`config.mk`:
```
export PLATFORM = sky130hd
export DESIGN_NAME = transfer_scheduler_flat
export DESIGN_NICKNAME = d
export VERILOG_FILES = /design/src/rtl/transfer_scheduler_pkg.sv /design/src/rtl/transfer_scheduler_if.sv /design/src/rtl/transfer_bit_serializer.sv /design/src/rtl/transfer_scheduler.sv /design/src/flat_wrapper.sv
export SDC_FILE = /design/constraint.sdc
export NUM_CORES = 1
export LEC_CHECK = 0
export CORE_MARGIN = 10
export CORE_UTILIZATION = 50
export CTS_CLUSTER_SIZE = 8
export DETAILED_ROUTE_END_ITERATION = 8
export DONT_BUFFER_PORTS = 1
export PLACE_DENSITY = 0.68
export RECOVER_POWER = 100
export SLEW_MARGIN = 40
export SYNTH_ARGS = -nofsm -noshare
export SYNTH_HDL_FRONTEND = slang
export SYNTH_HIERARCHICAL = 1
export SYNTH_SLANG_ARGS = --single-unit
```
`constraint.sdc`:
```
create_clock -name clk -period 5.4 [get_ports clk]
set_input_delay 0.81 -clock clk [delete_from_list [all_inputs] [get_ports clk]]
set_output_delay 0.81 -clock clk [all_outputs]
set_load 0.005 [all_outputs]
```
`src/rtl/transfer_scheduler_pkg.sv`:
```
// Shared definitions for the gondola transfer link: command codes, FSM states and
// the payload length agreed with the transfer station.
package transfer_scheduler_pkg;

  localparam logic [7:0] CMD_50     = 8'd1;
  localparam logic [7:0] CMD_80     = 8'd2;
  localparam logic [7:0] CMD_90     = 8'd3;
  localparam logic [7:0] CMD_100    = 8'd4;
  localparam logic [7:0] CMD_STREAM = 8'd7;

  localparam int unsigned PAYLOAD_BYTES_DEFAULT = 128;

  typedef enum logic [2:0] {
    StIdle,
    StCheck,
    StShiftLo,
    StShiftHi,
    StFetch,
    StLoad,
    StFinish,
    StGap
  } state_e;

  function automatic logic cmd_valid(input logic [7:0] cmd);
    return (cmd == CMD_50) || (cmd == CMD_80) || (cmd == CMD_90) ||
           (cmd == CMD_100) || (cmd == CMD_STREAM);
  endfunction

endpackage

```
`src/rtl/transfer_scheduler_if.sv`:
```
// Requester and station signals of the transfer scheduler, grouped as one bundle.
interface transfer_scheduler_if;
  logic       transfer_ready;
  logic       transfer_data;
  logic       transfer_clock;
  logic [1:0] req;
  logic [7:0] cmd0;
  logic [7:0] cmd1;
  logic [7:0] pay_data0;
  logic [7:0] pay_data1;
  logic [1:0] grant;
  logic       pay_rd;
  logic       done;
  logic       err;
  logic       busy;

  modport master (
    input  transfer_ready, req, cmd0, cmd1, pay_data0, pay_data1,
    output transfer_data, transfer_clock, grant, pay_rd, done, err, busy
  );

  modport slave (
    output transfer_ready, req, cmd0, cmd1, pay_data0, pay_data1,
    input  transfer_data, transfer_clock, grant, pay_rd, done, err, busy
  );
endinterface

```
`src/rtl/transfer_bit_serializer.sv`:
```
// MSB-first byte serializer: shift register, phase counter and ready-gated serial clock.
// The serial clock comes straight from a flop so the station never sees decode glitches.
module transfer_bit_serializer #(
  parameter int unsigned CLK_DIV = 4
) (
  input  logic       clk,
  input  logic       rst,
  input  logic       load,
  input  logic       clear,
  input  logic       active,
  input  logic       ready,
  input  logic [7:0] load_byte,
  output logic       sdata,
  output logic       sclk,
  output logic       rise,
  output logic       bit_end,
  output logic       byte_done
);

  localparam int unsigned CW = $clog2(CLK_DIV + 1);
  localparam logic [CW-1:0] TERM = CW'(CLK_DIV - 1);

  logic [7:0]    shreg_q;
  logic [CW-1:0] phase_q;
  logic [2:0]    bit_q;
  logic          hi_q;
  logic          term;

  assign term      = (phase_q == TERM);
  assign rise      = active & ~hi_q & term & ready;
  assign bit_end   = active & hi_q & term;
  assign byte_done = bit_end & (bit_q == 3'd7);
  assign sdata     = shreg_q[7];
  assign sclk      = hi_q;

  always_ff @(posedge clk or posedge rst) begin
    if (rst) begin
      shreg_q <= '0;
      phase_q <= '0;
      bit_q   <= '0;
      hi_q    <= 1'b0;
    end else if (clear) begin
      shreg_q <= '0;
      phase_q <= '0;
      bit_q   <= '0;
      hi_q    <= 1'b0;
    end else if (load) begin
      shreg_q <= load_byte;
      phase_q <= '0;
      bit_q   <= '0;
      hi_q    <= 1'b0;
    end else if (active) begin
      if (rise) begin
        hi_q    <= 1'b1;
        phase_q <= '0;
      end else if (bit_end) begin
        hi_q    <= 1'b0;
        phase_q <= '0;
        shreg_q <= {shreg_q[6:0], 1'b0};
        bit_q   <= bit_q + 3'd1;
      end else if (!term) begin
        // Low phase parks at terminal count while the station is not ready.
        phase_q <= phase_q + CW'(1);
      end
    end
  end

endmodule

```
`src/rtl/transfer_scheduler.sv`:
```
// Master side of the gondola transfer link: round-robin arbiter plus command/payload FSM
// driving the bit serializer.
module transfer_scheduler
  import transfer_scheduler_pkg::*;
#(
  parameter int unsigned CLK_DIV       = 4,
  parameter int unsigned PAYLOAD_BYTES = PAYLOAD_BYTES_DEFAULT,
  parameter int unsigned GAP_CYCLES    = 8
) (
  input logic                  clk,
  input logic                  rst,
  transfer_scheduler_if.master bus
);

  localparam int unsigned GW = (GAP_CYCLES > 1) ? $clog2(GAP_CYCLES) : 1;
  localparam logic [GW-1:0] GAP_LAST = GW'(GAP_CYCLES - 1);

  state_e        state_q, state_d;
  logic [1:0]    grant_q, grant_d, pick;
  logic          ptr_q, ptr_d;
  logic [7:0]    bytes_q, bytes_d;
  logic [7:0]    cmd_q, cmd_d, sel_cmd, load_byte;
  logic [GW-1:0] gap_q, gap_d;
  logic          load, clear, active, rise, bit_end, byte_done;
  logic          pay_rd, done, err;

  // ptr_q remembers the requester served last; a tie goes to the other one.
  always_comb begin
    if (bus.req == 2'b11) begin
      pick = ptr_q ? 2'b01 : 2'b10;
    end else begin
      pick = bus.req;
    end
    sel_cmd = pick[1] ? bus.cmd1 : bus.cmd0;
  end

  always_comb begin
    state_d   = state_q;
    grant_d   = grant_q;
    ptr_d     = ptr_q;
    bytes_d   = bytes_q;
    cmd_d     = cmd_q;
    gap_d     = gap_q;
    load      = 1'b0;
    clear     = 1'b0;
    load_byte = sel_cmd;
    pay_rd    = 1'b0;
    done      = 1'b0;
    err       = 1'b0;
    unique case (state_q)
      StIdle: begin
        if (|bus.req) begin
          grant_d = pick;
          cmd_d   = sel_cmd;
          load    = 1'b1;
          state_d = StCheck;
        end
      end
      StCheck: begin
        if (cmd_valid(cmd_q)) begin
          bytes_d = '0;
          state_d = StShiftLo;
        end else begin
          err     = 1'b1;
          clear   = 1'b1;
          grant_d = '0;
          ptr_d   = grant_q[1];
          gap_d   = '0;
          state_d = StGap;
        end
      end
      StShiftLo: begin
        if (rise) state_d = StShiftHi;
      end
      StShiftHi: begin
        if (byte_done) begin
          if (cmd_q == CMD_STREAM && bytes_q < 8'(PAYLOAD_BYTES)) begin
            state_d = StFetch;
          end else begin
            state_d = StFinish;
          end
        end else if (bit_end) begin
          state_d = StShiftLo;
        end
      end
      StFetch: begin
        pay_rd  = 1'b1;
        state_d = StLoad;
      end
      StLoad: begin
        load      = 1'b1;
        load_byte = grant_q[1] ? bus.pay_data1 : bus.pay_data0;
        bytes_d   = bytes_q + 8'd1;
        state_d   = StShiftLo;
      end
      StFinish: begin
        done    = 1'b1;
        grant_d = '0;
        ptr_d   = grant_q[1];
        gap_d   = '0;
        state_d = StGap;
      end
      StGap: begin
        if (gap_q == GAP_LAST) begin
          state_d = StIdle;
        end else begin
          gap_d = gap_q + GW'(1);
        end
      end
      default: state_d = StIdle;
    endcase
  end

  always_ff @(posedge clk or posedge rst) begin
    if (rst) begin
      state_q <= StIdle;
      grant_q <= '0;
      ptr_q   <= 1'b1;
      bytes_q <= '0;
      cmd_q   <= '0;
      gap_q   <= '0;
    end else begin
      state_q <= state_d;
      grant_q <= grant_d;
      ptr_q   <= ptr_d;
      bytes_q <= bytes_d;
      cmd_q   <= cmd_d;
      gap_q   <= gap_d;
    end
  end

  assign active = (state_q == StShiftLo) || (state_q == StShiftHi);

  transfer_bit_serializer #(
    .CLK_DIV(CLK_DIV)
  ) u_serializer (
    .clk      (clk),
    .rst      (rst),
    .load     (load),
    .clear    (clear),
    .active   (active),
    .ready    (bus.transfer_ready),
    .load_byte(load_byte),
    .sdata    (bus.transfer_data),
    .sclk     (bus.transfer_clock),
    .rise     (rise),
    .bit_end  (bit_end),
    .byte_done(byte_done)
  );

  // Grant shows up in the arbitration cycle itself and is held by grant_q afterwards.
  assign bus.grant  = rst ? 2'b00 : ((state_q == StIdle) ? pick : grant_q);
  assign bus.busy   = (state_q != StIdle);
  assign bus.pay_rd = pay_rd;
  assign bus.done   = done;
  assign bus.err    = err;

endmodule

```
`src/flat_wrapper.sv`:
```
// flat-port wrapper written by rule: the top's interface ports become plain ports
module transfer_scheduler_flat import transfer_scheduler_pkg::*;
#(
  parameter int unsigned CLK_DIV       = 4,
  parameter int unsigned PAYLOAD_BYTES = PAYLOAD_BYTES_DEFAULT,
  parameter int unsigned GAP_CYCLES    = 8
)
  (clk, rst, bus_transfer_ready, bus_req, bus_cmd0, bus_cmd1, bus_pay_data0, bus_pay_data1, bus_transfer_data, bus_transfer_clock, bus_grant, bus_pay_rd, bus_done, bus_err, bus_busy);
  transfer_scheduler_if bus_i ();
  input logic clk;
  input logic rst;
  input wire logic [$bits(bus_i.transfer_ready)-1:0] bus_transfer_ready;
  input wire logic [$bits(bus_i.req)-1:0] bus_req;
  input wire logic [$bits(bus_i.cmd0)-1:0] bus_cmd0;
  input wire logic [$bits(bus_i.cmd1)-1:0] bus_cmd1;
  input wire logic [$bits(bus_i.pay_data0)-1:0] bus_pay_data0;
  input wire logic [$bits(bus_i.pay_data1)-1:0] bus_pay_data1;
  output wire logic [$bits(bus_i.transfer_data)-1:0] bus_transfer_data;
  output wire logic [$bits(bus_i.transfer_clock)-1:0] bus_transfer_clock;
  output wire logic [$bits(bus_i.grant)-1:0] bus_grant;
  output wire logic [$bits(bus_i.pay_rd)-1:0] bus_pay_rd;
  output wire logic [$bits(bus_i.done)-1:0] bus_done;
  output wire logic [$bits(bus_i.err)-1:0] bus_err;
  output wire logic [$bits(bus_i.busy)-1:0] bus_busy;
  assign bus_i.transfer_ready = bus_transfer_ready;
  assign bus_i.req = bus_req;
  assign bus_i.cmd0 = bus_cmd0;
  assign bus_i.cmd1 = bus_cmd1;
  assign bus_i.pay_data0 = bus_pay_data0;
  assign bus_i.pay_data1 = bus_pay_data1;
  assign bus_transfer_data = bus_i.transfer_data;
  assign bus_transfer_clock = bus_i.transfer_clock;
  assign bus_grant = bus_i.grant;
  assign bus_pay_rd = bus_i.pay_rd;
  assign bus_done = bus_i.done;
  assign bus_err = bus_i.err;
  assign bus_busy = bus_i.busy;
  transfer_scheduler #(.CLK_DIV(CLK_DIV), .PAYLOAD_BYTES(PAYLOAD_BYTES), .GAP_CYCLES(GAP_CYCLES)) u_core (.clk(clk), .rst(rst), .bus(bus_i));
endmodule
```
==> results of run 1 <==
## routing by layer
layer | GRT usage [%] | up-vias | share of wire [%]
met1 | 17.2 | 899 | 46
met3 | 4.12 | 7 | 7.5
met2 | 20.0 | 51 | 45
met4 | 3.13 | 0 | 1.1
met5 | 0 | - | 0
li1 | - | 947 | -
## power by group
group          total (mW)  internal [mW]  switching, mW
clock network       0.202          0.104         0.0977
logic               0.198         0.0981         0.0998
registers           0.423          0.365         0.0580
## layout by cell type (no fill, tap or decap), types with 2 or more instances in the layout
| cell | instances |
|---|---|
| nor2_1 | 25 |
| a21oi_1 | 24 |
| ha_1 | 6 |
| o21a_1 | 3 |
| nor3_1 | 16 |
| a2111oi_0 | 7 |
| inv_1 | 11 |
| xnor2_1 | 3 |
| nand4b_1 | 2 |
| a22o_1 | 4 |
| nand2b_1 | 2 |
| o22ai_1 | 2 |
| or2_2 | 4 |
| and3b_1 | 2 |
| dfrtp_1 | 39 |
| mux2_2 | 2 |
| nand3b_1 | 2 |
| nand2_1 | 16 |
| mux2i_1 | 10 |
| o211ai_1 | 10 |
| nor3_2 | 2 |
| nor2b_1 | 17 |
| clkbuf_1 | 2 |
| o21ai_0 | 8 |
| a21o_1 | 2 |
| xor2_1 | 2 |
| clkbuf_8 | 6 |
| a211oi_1 | 8 |
| nand3_1 | 6 |
## registers in the layout, indices dropped and copies added, names as in the netlist, 2 cells and up
name                         cells
u_core/bytes_q                   8
u_core/cmd_q                     8
u_core/gap_q                     3
u_core/grant_q                   2
u_core/state_q                   3
u_core/u_serializer/bit_q        3
u_core/u_serializer/phase_q      3
u_core/u_serializer/shreg_q      8
## synth_stat cells (5+ instances only)
library cell / instances
dfrtp_1: 39
nor2_1: 25
a21oi_1: 24
nor2b_1: 17
nand2_1: 16
nor3_1: 14
inv_1: 10
mux2i_1: 10
o211ai_1: 10
a211oi_1: 8
clkbuf_1: 8
o21ai_0: 8
ha_1: 6
nand3_1: 6
a2111oi_2: 5
## cell families (layout without fill, tap and decap cells)
kind of cell,count (synthesis),after routing
adders and majority gates,6,6
xor gates and xnor gates,5,5
muxes,13,13
DFF,40,40
AOI/OAI and AO/OA,74,74
buffers and inverters,28,20
and+or+nand+nor,102,102
## worst paths after layout
path,start,end,slack (ps),cells past startpoint
max,u_core/state_q[0],u_core/u_serializer/phase_q[1],1540,8
min,rst,u_core/u_serializer/shreg_q[2],460,1
max reg2reg,u_core/state_q[0],u_core/u_serializer/phase_q[1],1540,8
min reg2reg,u_core/cmd_q[5],u_core/cmd_q[5],520,2
max in group asynchronous,rst,u_core/cmd_q[4],4180,1
min in group clk,u_core/cmd_q[5],u_core/cmd_q[5],520,2
## area by class of cell
type	instances	area, um^2	area share, %
Multi-Input combinational cell	200	1300	51.5
Sequential cell	40	1000	39.7
Clock buffer	8	90.1	3.57
Tap cell	67	83.8	3.32
Inverter	12	46.3	1.84
==> results.json, run 1 <==
{
  "cts_sinks": 40,
  "setup_viol": 0,
  "p_leak_nw": 1.07,
  "root_buffer": "clkbuf_8",
  "synth-xor-area-share_pct": 1.73,
  "min_period_ps": 3860,
  "yosysTopAreaCellShare_pct": 38.5,
  "final_util_pct": 52.4,
  "max-slew-margin-rel_pct": -6.84,
  "synth-compound-area-share_pct": 22.3,
  "synth-seq-cells": 40,
  "min_period_over_period_pct": 71.5,
  "p_total_mw": 0.823,
  "postCtsHoldBufs": 0,
  "synthCells": 268,
  "synth_edf_count": 0,
  "synthSimpleGateAreaFrac_pct": 22.5,
  "synth_mux_area_share_pct": 5.28,
  "cts_resized": 0,
  "port_buffers": 0,
  "ctsLongestPathBuffers": 2,
  "setup_tns_ps": 0,
  "max_freq_ghz": 0.259,
  "cp_num_buf_inv": 1,
  "async_flop_share_pct": 100,
  "path_clk_slew_ps": 80,
  "wl_per_cell_um": 16.5,
  "clock_latency_ps": 290,
  "crit_path_end_kind": "flop",
  "grt_usage_pct": 13.0,
  "yosysUniqueCellTypes": 53,
  "drv_slew": 18,
  "clock-skew-final_ps": 8.24,
  "vdd_ir_drop_max_mv": 0.255,
  "maxCapViolCount": 1,
  "initial_utilization_pct": 52.6,
  "dieHeight_um": 91.2,
  "place_area_mm2": 0.00252,
  "outcome": "finished with violations",
  "vias": 1904,
  "hpwlAfterDp_um": 4110,
  "synth_top_family_by_area": "simple AND/OR/NAND/NOR gates",
  "row_count": 25,
  "first_global_vias": 1884,
  "hold_viol": 0,
  "seq_area_frac_synth_pct": 39.5,
  "grt_pass1_wl_um": 9120,
  "critPathTopFamily": "simple AND/OR/NAND/NOR gates",
  "violations": "max-capacitance violations, max-slew violations",
  "cp-start-kind": "flop",
  "avgSynthCellArea_um2": 9.46,
  "max_stage_delay_ps": 1260,
  "synthToLayoutAreaGrowth_pct": -0.494,
  "worst-setup-path-type": "reg2reg",
  "synth.top_cells.by_area": "dfrtp_1, a21oi_1, nor2b_1",
  "power.density_mw_per_mm2": 326,
  "fin_ws_ps": 1540,
  "cts-buffers-inserted": 5,
  "drtPass1Iterations": 4,
  "syn-cell-area_mm2": 0.00253,
  "cts_setup_buffers": 0,
  "crit_path_max_fanout": 27,
  "yosys_warnings": 6,
  "placed_cells": 319,
  "final_cells": 327,
  "cts_tree": "built",
  "gp_congestion": 0.814,
  "cp_slowest_cell": "nor3_1",
  "hold_slack_ps": 460,
  "cp.required_ps": 5620,
  "dp_slack_ps": 2330,
  "drive_gt1_share_pct": 6.92,
  "drtAntennaViolNets": 0,
  "rsz0062_at_grt": "false",
  "final_nets": 302,
  "antenna_cells": 0,
  "worst_slew_pin_slew_ps": 1590,
  "cp.arrival_ps": 4080,
  "min_path_type": "in2async",
  "drt-total-wl_um": 5410,
  "htreeDepth": 2,
  "synth_top_cell_by_area": "dfrtp_1",
  "drc": 0,
  "synth_flop_cell": "dfrtp_1",
  "die-width_um": 91.2,
  "viasPerCell": 5.82,
  "io_pins": 45,
  "cp_cell_sequence": "or2_2 -> nor2_1 -> inv_1 -> nor3_1 -> or2_2 -> nor3_1 -> or3b_1 -> a21oi_1",
  "die-area_mm2": 0.00832,
  "first_iter_violations": 92,
  "postLayoutCellArea_mm2": 0.00252,
  "fill_cells": 476,
  "grt_max_degree": 28,
  "coreArea_mm2": 0.00482,
  "synth_nets": 311,
  "grt_overflow": 0,
  "antenna_found_initial": 0,
  "synthAdderAreaFrac_pct": 2.96
}
No activity file was read; power rests on OpenSTA's default activity.
==> run 2: changes to the inputs <==
--- a/config.mk
+++ b/config.mk
@@ -10,7 +10,7 @@
 export CTS_CLUSTER_SIZE = 8
 export DETAILED_ROUTE_END_ITERATION = 8
 export DONT_BUFFER_PORTS = 1
-export PLACE_DENSITY = 0.68
+export PLACE_DENSITY = 0.71
 export RECOVER_POWER = 100
 export SLEW_MARGIN = 40
 export SYNTH_ARGS = -nofsm -noshare
==> constraint.sdc (replaced) <==
create_clock -name clk -period 3.3 [get_ports clk]
set_input_delay 0.495 -clock clk [delete_from_list [all_inputs] [get_ports clk]]
set_output_delay 0.495 -clock clk [all_outputs]
set_load 0.005 [all_outputs]
==> results.json, run 2 (same netlist as run 1, synthesis figures left out) <==
{
  "outcome": "finished, final reports clean",
  "power_frac_clock_pct": 27.6,
  "port_buffers": 0,
  "cts_resized": 0,
  "power_frac_comb_pct": 23.0,
  "postCtsHoldBufs": 0,
  "max-slew-margin-rel_pct": 36.1,
  "placed_cells": 323,
  "netSwitchingFraction_pct": 30.5,
  "antenna_cells": 0,
  "drtAntennaViolNets": 0,
  "rr_endpoint": "u_core/u_serializer/shreg_q[1]",
  "first_iter_violations": 106,
  "worst-setup-path-type": "reg2out",
  "crit_path_max_fanout": 12,
  "top_regs": "u_core/bytes_q: 8 flops, u_core/cmd_q: 8 flops, u_core/u_serializer/shreg_q: 8 flops",
  "drv_slew": 0,
  "final_cells": 331,
  "maxCapViolCount": 0,
  "root_buffer": "clkbuf_8",
  "gp_congestion": 0.782,
  "coreArea_mm2": 0.00482,
  "crit_start": "u_core/cmd_q[5]",
  "crit_path_end_kind": "output port",
  "clock-skew-final_ps": 5.42,
  "drive_gt1_share_pct": 7.58,
  "grt_usage_pct": 13.2,
  "cp.arrival_ps": 2290,
  "final_nets": 306,
  "cp.required_ps": 2800,
  "grt_overflow": 0,
  "reg2reg_depth": 7,
  "final_util_pct": 53.0,
  "hold_viol": 0,
  "drtPass1Iterations": 4,
  "worst_slew_pin_slew_ps": 957,
  "r2r_start": "u_core/cmd_q[5]",
  "cts-buffers-inserted": 5,
  "p_leak_nw": 1.09,
  "min_period_over_period_pct": 84.3,
  "clock_latency_ps": 290,
  "intPower_mw": 0.985,
  "cts_setup_buffers": 0,
  "cts_sinks": 40,
  "initial_utilization_pct": 52.6,
  "first_global_vias": 1921,
  "die-width_um": 91.2,
  "p_sw_mw": 0.431,
  "dieHeight_um": 91.2,
  "row_count": 25,
  "wl_per_cell_um": 16.3,
  "cts_tree": "built",
  "drc": 0,
  "min_period_ps": 2780,
  "die-area_mm2": 0.00832,
  "rrSetupSlack_ps": 600,
  "synthToLayoutAreaGrowth_pct": 0.790,
  "path_clk_slew_ps": 80,
  "setup_tns_ps": 0,
  "grt_pass1_wl_um": 9120,
  "io_pins": 45,
  "antenna_found_initial": 0,
  "ctsLongestPathBuffers": 2,
  "p_seq_share_pct": 49.4,
  "hpwlAfterDp_um": 4180,
  "cp-start-kind": "flop",
  "rsz0062_at_grt": "false",
  "grt_max_degree": 28,
  "htreeDepth": 2,
  "setup_viol": 0,
  "final_cell_mix": "dfrtp_1, nor2_1, a21oi_1",
  "min_path_type": "in2async",
  "vdd_ir_drop_max_mv": 0.237,
  "drt-total-wl_um": 5400,
  "max_freq_ghz": 0.359,
  "vias": 1947,
  "layout_commonest_cell": "dfrtp_1",
  "viasPerCell": 5.88,
  "power.density_mw_per_mm2": 554
}
## run 2: stage by stage
step | hold slack [ps] | cell area, um^2 | setup slack, ps | power (mW)
after detailed placement | 453 | 2550 | 692 | 1.10
final | 141 | 2550 | 517 | 1.42
after CTS | 127 | 2660 | 687 | 1.50
after global placement | 475 | 2550 | 770 | 1.09
after global routing | 190 | 2550 | 342 | 1.51
after floorplan | 396 | 2530 | 1010 | 1.04
## run 2: power groups by stage
stage,combinational (mW),clock (mW),sequential [mW]
detailed placement,0.396,0,0.709
floorplan,0.375,0,0.670
global placement,0.381,0,0.706
finish,0.325,0.391,0.700
global route,0.377,0.419,0.719
CTS,0.394,0.403,0.703
## run 2: how the worst max path moves through the flow
stage,to,depth (start not counted)
2_1_floorplan,u_core/u_serializer/shreg_q[4],9
3_5_place_dp,u_core/u_serializer/phase_q[1],8
5_1_grt,u_core/u_serializer/phase_q[1],8
6_report,bus_err,5
3_3_place_gp,u_core/u_serializer/phase_q[1],8
4_1_cts,u_core/u_serializer/phase_q[1],8
## run 2: per-layer routing
metal	track usage [%]	vias up	routed length [um]
met5	0	-	0
met4	4.70	0	80
met3	5.10	8	397
met2	19.2	56	2290
met1	17.4	928	2630
li1	-	955	-
## run 2: layout make-up
cell class / count / area [um^2]
fillers: 458 / 2260
well taps: 67 / 83.8
multi-input cells: 200 / 1290
clock buffers: 6 / 72.6
flip-flops and latches: 40 / 1000
inverters: 12 / 46.3
clock inverters: 2 / 35.0
repair buffers: 4 / 22.5
## run 2: critical path, cell delays in order (launching register included)
cell and delay [ps]:
dfrtp_1 380, or4_1 540, a2111oi_0 340, clkbuf_1 430, or2_2 210, inv_1 100
==> run 3: changes to the inputs <==
==> constraint.sdc (replaced) <==
create_clock -name clk -period 2.35 [get_ports clk]
set_input_delay 0.3525 -clock clk [delete_from_list [all_inputs] [get_ports clk]]
set_output_delay 0.3525 -clock clk [all_outputs]
set_load 0.005 [all_outputs]
==> results.json, run 3 (same netlist as run 1, synthesis figures left out) <==
{
  "cts-buffers-inserted": 5,
  "drt-total-wl_um": 5690,
  "crit_path_end_kind": "flop",
  "drtPass1Iterations": 4,
  "p_sw_mw": 0.666,
  "dieHeight_um": 91.2,
  "dp_slack_ps": 72.7,
  "top_regs": "u_core/bytes_q: 8 flops, u_core/cmd_q: 8 flops, u_core/u_serializer/shreg_q: 8 flops",
  "final_cell_mix": "dfrtp_1, nor2_1, a21oi_1",
  "initial_utilization_pct": 52.6,
  "wl_per_cell_um": 16.6,
  "p_seq_share_pct": 44.8,
  "intPower_mw": 1.46,
  "antenna_found_initial": 0,
  "multiInputGateArea_mm2": 0.00140,
  "first_iter_violations": 104,
  "root_buffer": "clkbuf_8",
  "postLayoutCellArea_mm2": 0.00276,
  "die-area_mm2": 0.00832,
  "clock-skew-final_ps": 8.52,
  "grt_usage_pct": 13.9,
  "power_frac_clock_pct": 26.3,
  "cts_sinks": 40,
  "hold_viol": 0,
  "clock_latency_ps": 300,
  "grt_pass1_wl_um": 9730,
  "min_period_ps": 2210,
  "cts_setup_buffers": 0,
  "drtAntennaViolNets": 0,
  "die-width_um": 91.2,
  "cp-start-kind": "flop",
  "fin_ws_ps": 144,
  "maxCapViolCount": 0,
  "min_path_type": "in2async",
  "setup_viol": 0,
  "antenna_cells": 0,
  "p_leak_nw": 1.19,
  "vias": 1987,
  "power_frac_comb_pct": 28.9,
  "drc": 0,
  "rsz0062_at_grt": "true",
  "power.density_mw_per_mm2": 770,
  "netSwitchingFraction_pct": 31.4,
  "p_total_mw": 2.12,
  "crit_path_max_fanout": 14,
  "coreArea_mm2": 0.00482,
  "max-slew-margin-rel_pct": 5.56,
  "hpwlAfterDp_um": 4370,
  "min_period_over_period_pct": 93.9,
  "place_area_mm2": 0.00263,
  "worst_slew_pin_slew_ps": 1420,
  "max_freq_ghz": 0.453,
  "row_count": 25,
  "grt_max_degree": 26,
  "critPathMostFrequentCell": "nor2_1",
  "vdd_ir_drop_max_mv": 0.496,
  "synthToLayoutAreaGrowth_pct": 8.69,
  "io_pins": 45,
  "seqCellArea_mm2": 0.00100,
  "ctsLongestPathBuffers": 2,
  "worst-setup-path-type": "reg2reg",
  "cp_slowest_cell": "dfrtp_1",
  "cp_cell_sequence": "or2_2 -> nor2_1 -> inv_2 -> nor3_4 -> or2_4 -> buf_4 -> nor2_1 -> a2111oi_2",
  "cts_tree": "built",
  "drive_gt1_share_pct": 16.3,
  "gp_congestion": 0.791,
  "final_nets": 318,
  "path_clk_slew_ps": 80,
  "rrSetupSlack_ps": 140,
  "cp.required_ps": 2530,
  "drv_slew": 0,
  "htreeDepth": 2,
  "layout_commonest_cell": "dfrtp_1",
  "cp.arrival_ps": 2390,
  "outcome": "finished, final reports clean",
  "grt_overflow": 0,
  "fill_cells": 456,
  "viasPerCell": 5.79,
  "first_global_vias": 2058,
  "port_buffers": 0,
  "max_stage_delay_ps": 380
}
-- run 3: changes by cell type in the layout (fill, tap and decap cells not counted), moves of 2 or more --
| cell | before | now |
|---|---|---|
| a2111oi_0 | 8 | 1 |
| a2111oi_2 | 0 | 5 |
| a2111oi_4 | 0 | 2 |
| buf_4 | 2 | 14 |
| nor3_1 | 16 | 13 |
| nor3_2 | 2 | 4 |
-- run 3: area by class of cell --
type / count / area share, %
flip-flops and latches: 40 / 36.4
inverters: 12 / 1.73
well taps: 67 / 3.04
clock buffers: 6 / 2.63
repair buffers: 16 / 4.31
clock inverters: 2 / 1.27
multi-input cells: 200 / 50.6
-- run 3: power by group through the flow --
stage / registers, mW / clock network, mW / logic (mW)
global placement: 0.960 / 0 / 0.595
detailed placement: 0.963 / 0 / 0.618
CTS: 0.950 / 0.576 / 0.619
finish: 0.950 / 0.558 / 0.614
global route: 0.975 / 0.599 / 0.699
floorplan: 0.941 / 0 / 0.526
-- run 3: critical path, delay by kind of cell (launching register included) --
kind,cells,cell delay (ps)
AOI/OAI and AO/OA,1,380
buffers and inverters,2,300
DFF,1,380
and+or+nand+nor,5,1010
-- run 3: worst paths after layout --
check                      cells past startpoint         startpoint                              to
max reg2reg                                    8  u_core/state_q[0]  u_core/u_serializer/shreg_q[6]
min                                            1                rst    u_core/u_serializer/bit_q[2]
max                                            8  u_core/state_q[0]  u_core/u_serializer/shreg_q[6]
max in group asynchronous                      3                rst               u_core/bytes_q[0]
min reg2reg                                    2    u_core/cmd_q[6]                 u_core/cmd_q[6]
min in group clk                               2         bus_req[0]               u_core/grant_q[0]
-- run 3: timing repair --
action,CTS,global route
setup endpoints to repair,0,9
resized for setup,0,3
hold buffers,1,0
hold endpoints to repair,24,0
-- run 3: metal layers --
layer	part of all wire, %	vias up	global-route usage [%]
met4	2.5	0	6.27
li1	-	987	-
met2	43	69	21.2
met1	47	918	17.1
met3	7.1	13	5.02
met5	0	-	0
-- run 3: stage by stage --
step	hold WS [ps]	setup TNS (ps)	utilization, %	std cells
after CTS	3.35	0	57.1	343
after global placement	319	0	54.7	334
after global routing	37.5	-27.1	57.2	343
final	1.79	0	57.2	343
after detailed placement	322	0	54.7	334
after floorplan	254	0	-	268
